[src/rtl/id_decode_stage_pkg.sv]
// Shared definitions for the ID stage: opcode values, ALU op encodings,
// control bundle widths, bit positions inside each bundle, and the
// opcode -> control decoder used by id_decode_stage.
package id_decode_stage_pkg;

    localparam int WB_W = 2;
    localparam int M_W  = 3;
    localparam int EX_W = 4;

    localparam logic [5:0] OP_RTYPE = 6'h00;
    localparam logic [5:0] OP_LW    = 6'h23;
    localparam logic [5:0] OP_SW    = 6'h2B;
    localparam logic [5:0] OP_BEQ   = 6'h04;

    localparam logic [1:0] ALUOP_ADD   = 2'b00;
    localparam logic [1:0] ALUOP_SUB   = 2'b01;
    localparam logic [1:0] ALUOP_FUNCT = 2'b10;

    // WB bundle: {regwrite, memtoreg}
    localparam int WB_REGWRITE = 1;
    localparam int WB_MEMTOREG = 0;
    // M bundle: {branch, memread, memwrite}
    localparam int M_BRANCH   = 2;
    localparam int M_MEMREAD  = 1;
    localparam int M_MEMWRITE = 0;
    // EX bundle: {regdst, aluop[1:0], alusrc}
    localparam int EX_REGDST   = 3;
    localparam int EX_ALUOP_HI = 2;
    localparam int EX_ALUOP_LO = 1;
    localparam int EX_ALUSRC   = 0;

    typedef struct packed {
        logic [WB_W-1:0] wb;
        logic [M_W-1:0]  m;
        logic [EX_W-1:0] ex;
    } ctrl_t;

    // An all-zero word is a nop even though its opcode field matches R-type,
    // so it must not raise regwrite.
    function automatic ctrl_t decode_ctrl(input logic [31:0] instr);
        ctrl_t c;
        c = '0;
        if (instr != 32'h0) begin
            case (instr[31:26])
                OP_RTYPE: begin
                    c.wb[WB_REGWRITE]                = 1'b1;
                    c.ex[EX_REGDST]                  = 1'b1;
                    c.ex[EX_ALUOP_HI:EX_ALUOP_LO]    = ALUOP_FUNCT;
                end
                OP_LW: begin
                    c.wb[WB_REGWRITE]                = 1'b1;
                    c.wb[WB_MEMTOREG]                = 1'b1;
                    c.m[M_MEMREAD]                   = 1'b1;
                    c.ex[EX_ALUOP_HI:EX_ALUOP_LO]    = ALUOP_ADD;
                    c.ex[EX_ALUSRC]                  = 1'b1;
                end
                OP_SW: begin
                    c.m[M_MEMWRITE]                  = 1'b1;
                    c.ex[EX_ALUOP_HI:EX_ALUOP_LO]    = ALUOP_ADD;
                    c.ex[EX_ALUSRC]                  = 1'b1;
                end
                OP_BEQ: begin
                    c.m[M_BRANCH]                    = 1'b1;
                    c.ex[EX_ALUOP_HI:EX_ALUOP_LO]    = ALUOP_SUB;
                end
                default: c = '0;
            endcase
        end
        return c;
    endfunction

endpackage

[src/rtl/id_decode_stage_register_file.sv]
// 32-entry register file for the ID stage.
// Ports:
//   clk, rst_n          clock, async active-low clear of all entries
//   we, waddr, wdata    write-back port (writes to r0 dropped)
//   raddr1/2, rdata1/2  combinational read ports; a same-cycle write to the
//                       addressed register is forwarded onto the read data
module register_file
    import id_decode_stage_pkg::*;
#(
    parameter int DATA_W   = 32,
    parameter int REG_AW   = 5,
    parameter int NUM_REGS = 32
) (
    input  logic              clk,
    input  logic              rst_n,
    input  logic              we,
    input  logic [REG_AW-1:0] waddr,
    input  logic [DATA_W-1:0] wdata,
    input  logic [REG_AW-1:0] raddr1,
    input  logic [REG_AW-1:0] raddr2,
    output logic [DATA_W-1:0] rdata1,
    output logic [DATA_W-1:0] rdata2
);

    logic [NUM_REGS-1:0][DATA_W-1:0] regs_q, regs_d;
    logic                            wr_hit;

    assign wr_hit = we && (waddr != '0);

    always_comb begin
        regs_d = regs_q;
        if (wr_hit) regs_d[waddr] = wdata;
    end

    always_ff @(posedge clk or negedge rst_n) begin
        if (!rst_n) regs_q <= '0;
        else        regs_q <= regs_d;
    end

    // r0 reads zero explicitly; the bypass lets the ID/EX latch capture
    // the value being written back in the same cycle.
    always_comb begin
        rdata1 = regs_q[raddr1];
        rdata2 = regs_q[raddr2];
        if (wr_hit && waddr == raddr1) rdata1 = wdata;
        if (wr_hit && waddr == raddr2) rdata2 = wdata;
        if (raddr1 == '0) rdata1 = '0;
        if (raddr2 == '0) rdata2 = '0;
    end

endmodule

[src/rtl/id_decode_stage.sv]
// Instruction-decode stage: register file read, control decode, immediate
// sign-extension and the ID/EX pipeline latch.
// Ports:
//   clk, reset           clock, async active-low reset
//   if_id_npc/instr      IF/ID latch contents
//   flush                load a bubble into ID/EX at the next edge
//   mem_wb_*             register write-back port
//   id_ex_*              ID/EX latch outputs for the execute stage
module id_decode_stage
    import id_decode_stage_pkg::*;
#(
    parameter int DATA_W   = 32,
    parameter int REG_AW   = 5,
    parameter int NUM_REGS = 32
) (
    input  logic              clk,
    input  logic              reset,
    input  logic [DATA_W-1:0] if_id_npc,
    input  logic [31:0]       if_id_instr,
    input  logic              flush,
    input  logic              mem_wb_regwrite,
    input  logic [REG_AW-1:0] mem_wb_write_reg,
    input  logic [DATA_W-1:0] mem_wb_write_data,
    output logic [1:0]        id_ex_wb,
    output logic [2:0]        id_ex_m,
    output logic [3:0]        id_ex_ex,
    output logic [DATA_W-1:0] id_ex_npc,
    output logic [DATA_W-1:0] id_ex_readdat1,
    output logic [DATA_W-1:0] id_ex_readdat2,
    output logic [DATA_W-1:0] id_ex_sign_ext,
    output logic [REG_AW-1:0] id_ex_instr_2016,
    output logic [REG_AW-1:0] id_ex_instr_1511
);

    logic [DATA_W-1:0] rf_rd1, rf_rd2;
    ctrl_t             ctrl;

    logic [WB_W-1:0]   wb_d,   wb_q;
    logic [M_W-1:0]    m_d,    m_q;
    logic [EX_W-1:0]   ex_d,   ex_q;
    logic [DATA_W-1:0] npc_d,  npc_q;
    logic [DATA_W-1:0] rd1_d,  rd1_q;
    logic [DATA_W-1:0] rd2_d,  rd2_q;
    logic [DATA_W-1:0] sext_d, sext_q;
    logic [REG_AW-1:0] rt_d,   rt_q;
    logic [REG_AW-1:0] rd_d,   rd_q;

    register_file #(
        .DATA_W   (DATA_W),
        .REG_AW   (REG_AW),
        .NUM_REGS (NUM_REGS)
    ) u_regfile (
        .clk    (clk),
        .rst_n  (reset),
        .we     (mem_wb_regwrite),
        .waddr  (mem_wb_write_reg),
        .wdata  (mem_wb_write_data),
        .raddr1 (if_id_instr[25:21]),
        .raddr2 (if_id_instr[20:16]),
        .rdata1 (rf_rd1),
        .rdata2 (rf_rd2)
    );

    always_comb begin
        ctrl   = decode_ctrl(if_id_instr);
        wb_d   = ctrl.wb;
        m_d    = ctrl.m;
        ex_d   = ctrl.ex;
        npc_d  = if_id_npc;
        rd1_d  = rf_rd1;
        rd2_d  = rf_rd2;
        sext_d = {{(DATA_W-16){if_id_instr[15]}}, if_id_instr[15:0]};
        rt_d   = if_id_instr[20:16];
        rd_d   = if_id_instr[15:11];
        // A flush squashes the whole latch, not just the control bits.
        if (flush) begin
            wb_d   = '0;
            m_d    = '0;
            ex_d   = '0;
            npc_d  = '0;
            rd1_d  = '0;
            rd2_d  = '0;
            sext_d = '0;
            rt_d   = '0;
            rd_d   = '0;
        end
    end

    always_ff @(posedge clk or negedge reset) begin
        if (!reset) begin
            wb_q   <= '0;
            m_q    <= '0;
            ex_q   <= '0;
            npc_q  <= '0;
            rd1_q  <= '0;
            rd2_q  <= '0;
            sext_q <= '0;
            rt_q   <= '0;
            rd_q   <= '0;
        end else begin
            wb_q   <= wb_d;
            m_q    <= m_d;
            ex_q   <= ex_d;
            npc_q  <= npc_d;
            rd1_q  <= rd1_d;
            rd2_q  <= rd2_d;
            sext_q <= sext_d;
            rt_q   <= rt_d;
            rd_q   <= rd_d;
        end
    end

    assign id_ex_wb         = wb_q;
    assign id_ex_m          = m_q;
    assign id_ex_ex         = ex_q;
    assign id_ex_npc        = npc_q;
    assign id_ex_readdat1   = rd1_q;
    assign id_ex_readdat2   = rd2_q;
    assign id_ex_sign_ext   = sext_q;
    assign id_ex_instr_2016 = rt_q;
    assign id_ex_instr_1511 = rd_q;

endmodule

[config.mk]
export PLATFORM = sky130hd
export DESIGN_NAME = id_decode_stage
export DESIGN_NICKNAME = d
export VERILOG_FILES = /design/src/rtl/id_decode_stage_pkg.sv /design/src/rtl/id_decode_stage_register_file.sv /design/src/rtl/id_decode_stage.sv
export SDC_FILE = /design/constraint.sdc
export NUM_CORES = 2
export LEC_CHECK = 0
export ABC_AREA = 1
export BUFFER_PORTS_ARGS = -buffer_cell sky130_fd_sc_hd__buf_4
export CORE_AREA = 2 2 362 633
export CTS_BUF_LIST = sky130_fd_sc_hd__clkbuf_16
export CTS_CLUSTER_DIAMETER = 40
export DETAILED_ROUTE_END_ITERATION = 10
export DIE_AREA = 0 0 364 635
export PLACE_DENSITY_LB_ADDON = 0.12
export SLEW_MARGIN = 20
export SYNTH_ARGS = -nofsm -noshare
export SYNTH_HDL_FRONTEND = slang
export SYNTH_SLANG_ARGS = --single-unit
export TNS_END_PERCENT = 10
[constraint.sdc]
create_clock -name clk -period 1.5 [get_ports clk]
set_input_delay 0.075 -clock clk [delete_from_list [all_inputs] [get_ports clk]]
set_output_delay 0.075 -clock clk [all_outputs]
set_load 0.01 [all_outputs]
# [Word level (Yosys, flattened, before mapping)]
# Index checks and enable logic that the tools add are counted.
# W data, S select, Z words.
[classes] div=0 n_mul=0 add_sub_neg=0 order_cmp=4 reduce_logical=11 eq_ne=5 n_shift=0 n_mux=28 bitwise=0
[ops] operator="$bwmux W1024" n=1
[ops] operator="$mux W32" n=11
[ops] operator="$bmux W32 S5" n=2
[ops] operator="$demux W32 S5" n=1
[ops] operator="$reduce_bool A32 Y1" n=1
[ops] operator="$lt A5 B6 Y1 const B" n=3
[ops] operator="$eq A6 B6 Y1 const B" n=2
[ops] operator="$eq A5 B5 Y1" n=2
[ops] operator="$logic_not A5 Y1" n=2
[ops] operator="$mux W5" n=2
[ops] operator="$mux W9" n=1
[ops] operator="$eq A6 B3 Y1 const B" n=1
[ops] operator="$logic_not A6 Y1" n=1
[ops] operator="$mux W1" n=6
[ops] operator="$ge A5 B1 Y1 const B" n=1
[ops] operator="$reduce_bool A5 Y1" n=1
[ops] operator="$logic_and A1 B1 Y1" n=4
[ops] operator="$mux W4" n=1
[ops] operator="$pmux W2 S2" n=1
[ops] operator="$reduce_or A2 Y1" n=2
[ops] operator="$mux W3" n=1
[ops] operator="$mux W2" n=1
[totals] ram_bits=0 mem_count=0 rom_bits=0 ff_bits=1171 latch_bits=0 out_inout_bits=147

# [Longest topological paths before layout]
[logic_depth] ltp_word=6 ltp_mapped=14 ltp_nobuf=11

# [By module]
# Synthesis repeated with hierarchy kept, for this count alone.
[unflattened] hier_cells=9285 hier_area_um2=64011.4
[by_module_without_submodules] mod="register_file" area_each_um2=59525.8 n_inst=1 cells_each=8841
[by_module_without_submodules] mod="id_decode_stage" area_each_um2=4485.6 n_inst=1 cells_each=444

# [Worst setup path after synthesis]
# Ideal clock, no wire load.
[synth_path] path_type="input-to-reg" start="input port if_id_instr[16]" end="register rd2_q[29], in the netlist id_ex_readdat2[29]" slack_ns=0.036 arrival_time_ns=1.331 required_time_ns=1.367 path_buffers=3 stages=13 setup_ns=0.133 cell_sequence="buf_2 -> inv_1 -> clkbuf_1 -> clkbuf_1 -> nand2_1 -> nand3_1 -> nand3_1 -> nand2_1 -> nand2_1 -> nand2_1 -> nand2_1 -> nand2_1 -> a21oi_1"
[synth_between] elab_chain_cells=5
[synth_lines] element="start, declared" line="id_decode_stage.sv:19" rtl="input logic [31:0] if_id_instr,"
[synth_lines] element="$bmux W32 S5 / $eq A5 B5 Y1 (equally long branches)" line="id_decode_stage_register_file.sv:44, id_decode_stage_register_file.sv:46"
[synth_lines] element="$mux W32 (implied by the code) / $logic_and A1 B1 Y1 (equally long branches)" line="id_decode_stage_register_file.sv:44, id_decode_stage_register_file.sv:46"
[synth_lines] element="$mux W32" line="id_decode_stage_register_file.sv:46" rtl="if (wr_hit && waddr == raddr2) rdata2 = wdata;"
[synth_lines] element="$mux W32 (*)" line="id_decode_stage_register_file.sv:48" rtl="if (raddr2 == '0) rdata2 = '0;"
[synth_lines] element="$mux W32 (*)" line="id_decode_stage.sv:76" rtl="if (flush) begin"
[synth_lines] element="via rd2_d[29]" line="id_decode_stage.sv:43" rtl="logic [DATA_W-1:0] rd2_d, rd2_q;"
[synth_lines] element="end signal, assigned" line="id_decode_stage.sv:106" rtl="rd2_q <= rd2_d;"
[synth_lines] element="end, declared" line="id_decode_stage.sv:43"
# Mark *: on every way through the listed nets, which the timed path passes. The rest lies on a longest branch. The select of a mux whose other input is x is not followed.
# A chain may end at the register's enable or synchronous reset.

# [Worst setup path in the final report]
[layout_path] start="register rd1_q[22], in the netlist id_ex_readdat1[22]" end="output port id_ex_readdat1[22]"
[layout_lines] element="start, declared" line="id_decode_stage.sv:42" rtl="logic [DATA_W-1:0] rd1_d, rd1_q;"
[layout_lines] element="start signal, assigned" line="id_decode_stage.sv:105" rtl="rd1_q <= rd1_d;"
[layout_lines] element="end, declared" line="id_decode_stage.sv:28" rtl="output logic [DATA_W-1:0] id_ex_readdat1,"
# No word-level cell between the ends.

==> results.toml <==
[synthesis]
synthSimpleGateAreaFrac_pct = 28.6
synth.net_count = 9079
synthTopCellsByArea = "dfrtp_1 (46%), nand2_1 (17%), o21ai_0 (9.6%), nand3_1 (9.3%), inv_1 (5.5%)"
synth_warnings = 0
synth_compound_area_share_pct = 15.1
synth_fa_ha_area_share_pct = 0
syn_area_um2 = 63000
synth_top_area_share_pct = 45.6
synth_xor_area_share_pct = 0.0834
synthDominantAreaCellType = "dfrtp_1"
ys_ff_latch = 1148
synthDistinctLibCells = 26
synth_top_family_by_area = "simple AND/OR/NAND/NOR gates"
ys_seq_area_share_pct = 45.6
syn_inst = 8974
avgSynthCellArea_um2 = 7.02
synthMuxAreaShare_pct = 0

[placement]
dp.cells = 12300
place_area_um2 = 75200
dpl.hpwl_um = 224000
port_buffers = 251
place_congestion = 0.900

[power_and_ir_drop]
comb_power_share_pct = 21.8
p_sw_mw = 33.3
leakagePower_nw = 40.7
power.internal_mw = 67.1
p_clk_share_pct = 38.5
p_seq_share_pct = 39.8
powerDensity_nw_per_um2 = 1210
p_sw_share_pct = 33.2
peakVddDrop_v = 0.000725

[critical_path]
start_kind = "register"
critical_path.top_delay_family = "flip-flops"
crit_fanout = 1
cp_slowest_cell = "dfrtp_4"
max_stage_delay_ns = 0.58
critPathBufInv = 1
arrival_ns = 1.61
end_kind = "primary output"
critPathRequiredTime_ns = 1.42
crit_chain = "buf_6"
path_class = "reg2out"

[finish]
nets = 9709
area_delta_synth_final_pct = 31.3
stdcell_count = 12800
drive_gt1_share_pct = 15.4
final_area_um2 = 82700

[grt]
grt_max_degree = 73
antenna_found_initial = 13
grt_pass1_wl_um = 463000
overflow = 0
grtUsageTotal_pct = 27.5
grt_pass1_vias = 64100

[floorplan]
die_area_um2 = 231000
core_area_um2 = 226000
row_count = 231
pin_count = 252
die_h_um = 635
start_util_pct = 27.9
die-width_um = 364

[sta]
clock_skew_ns = 0.0334
worst_slew_pin_slew_ns = 0.679
maxSlewHeadroom_pct = 54.8
fin_crit_sh_pct = 112
min_period_ns = 1.69
rsz0062_at_grt = "yes"
final-hold-violation-count = 0
timing.fmax_mhz = 593
finalWorstSetupSlack_ns = -0.187
fin_setup_tns_ns = -5.72
setup_violations = 58
maxSlewViolCount = 0

[flow_run]
maxCapViolCount = 0

[clock_network]
clock_sinks = 1148
cts_max_level = 4
clkTransAtPathRegs_ns = 0.06
post-cts-setup-buffers = 0
clock_path_buffers = 4
cts_made_buffers = 163
cts_root_buf = "clkbuf_16"
cts_tree = "done"
clk_latency_ns = 0.83

[hold_path]
min_path_type = "in2reg"

[route]
firstDrtPassIters = 8
drtIter0Drc = 6087
viasPerCell = 5.09
drc_errors = 0
ant_nets = 0
vias = 64900
wl_per_cell_um = 25.3
finalWirelength_um = 323000

[outcome]
outcome = "finished, violations left"
violations = "setup timing"
==> worst register-to-register path, stage by stage (launching register included) <==
cell,delay (ns)
dfrtp_1,0.42
or2_2,0.30
nand3_1,0.08
nand3_1,0.09
nand3_2,0.14
nand2_1,0.08
nand2_1,0.06
nand3_1,0.08
nand2_1,0.06
inv_1,0.04
==> metrics by stage <==
stage	setup WS (ns)	hold slack (ns)	utilization, %	power, mW
finish	-0.187	0.0713	36.6	100
CTS	-0.251	0.00197	36.6	101
floorplan	0.0359	-0.221	-	51.7
global route	-0.204	0.0513	36.6	106
global placement	-0.780	-0.0748	33.3	61.3
detailed placement	-0.757	-0.0739	33.3	61.5
==> kinds of logic after synthesis <==
| logic type | count (synthesis) |
|---|---|
| XOR/XNOR | 6 |
| buffers and inverters | 1724 |
| flip-flops | 1148 |
| AO/OA/AOI/OAI | 1746 |
| AND/OR/NAND/NOR | 4350 |
==> cell usage in the layout (no fill, tap or decap), types with 6 or more instances in the layout <==
cell           instances
nand4_1                7
clkinvlp_4            12
a21oi_2                7
buf_6                 62
clkinv_4              22
inv_8                 10
buf_4                734
o21bai_1              18
o211ai_1             287
nor2_2                 6
or2_2                 47
clkinv_2              13
inv_1                932
nand2_2                9
buf_12               261
bufinv_16              9
nand2_4               27
nor2_1               307
inv_2                 13
inv_6                 24
o21ai_0             1208
diode_2                7
dfrtp_1             1104
nand2_1             2752
clkinv_1              20
a21oi_1              197
dfrtp_2               40
nor3_2                 6
o21ai_1               27
dlygate4sd3_1        187
nor3_1                 7
nor2_4                 9
clkbuf_16            168
nand3_1             1161
==> metal layers <==
| metal | vias to the layer above | part of all wire [%] | global-route usage, % |
|---|---|---|---|
| li1 | 30000 | - | - |
| met1 | 31800 | 40 | 33.9 |
| met2 | 2386 | 49 | 47.3 |
| met3 | 658 | 5.3 | 3.06 |
| met4 | 8 | 5.6 | 13.7 |
| met5 | - | 0.016 | 0 |
==> state kept, by name, summed over array words and instances, names as in the netlist <==
signal            count
u_regfile.regs_q   1024
id_ex_npc            32
id_ex_readdat1       32
id_ex_readdat2       32
id_ex_sign_ext       12
id_ex_instr_2016      5
id_ex_instr_1511      4
id_ex_ex              3
id_ex_m               3
id_ex_wb              1
==> power by group through the flow <==
stage	Combinational, mW	Sequential, mW	Clock (mW)
floorplan	12.5	39.2	0
finish	21.8	39.9	38.7
detailed placement	21.3	40.3	0
global route	24.6	40.5	40.6
CTS	21.9	39.8	39.5
global placement	21.1	40.2	0
==> synth_stat cells (all sizes together) <==
library cell and number:
a21oi 204, buf 220, clkbuf 564, clkinv 4, dfrtp 1148, inv 936
nand2 2788, nand3 1166, nand3b 2, nand4 7, nor2 322, nor3 13
nor4 5, o211ai 287, o21ai 1237, o21bai 18, or2 47, xnor2 2
xor2 4
==> layout make-up <==
type,instances,area [um2]
inverter,940,3570
multi-input combinational,6102,27900
clock buffer,168,4200
sequential,1148,28800
fill,23600,143000
timing repair buffer,1249,13400
clock inverter,117,1030
antenna,7,17.5
tap,3029,3790
==> worst paths after layout <==
path	from	end	slack, ns	depth (start not counted)
max in group asynchronous	reset	id_ex_readdat1[16]	0.18	7
min in group asynchronous	reset	u_regfile.regs_q[27]	0.33	4
worst max-delay path	id_ex_readdat1[22]	id_ex_readdat1[22]	-0.19	1
worst max register to register	u_regfile.regs_q[144]	id_ex_readdat1[16]	0.05	9
worst min register to register	u_regfile.regs_q[7]	u_regfile.regs_q[7]	0.40	0
worst min-delay path	mem_wb_write_reg[3]	u_regfile.regs_q[253]	0.07	6
==> what timing repair did <==
action                                  in CTS  in global routing
hold buffers                               189                  1
resized for setup                          111                 36
endpoints found under the hold margin     2104                  4
endpoints found under the setup margin      87                 91
pin swaps                                    0                  4
(Power assumes the default switching activity.)
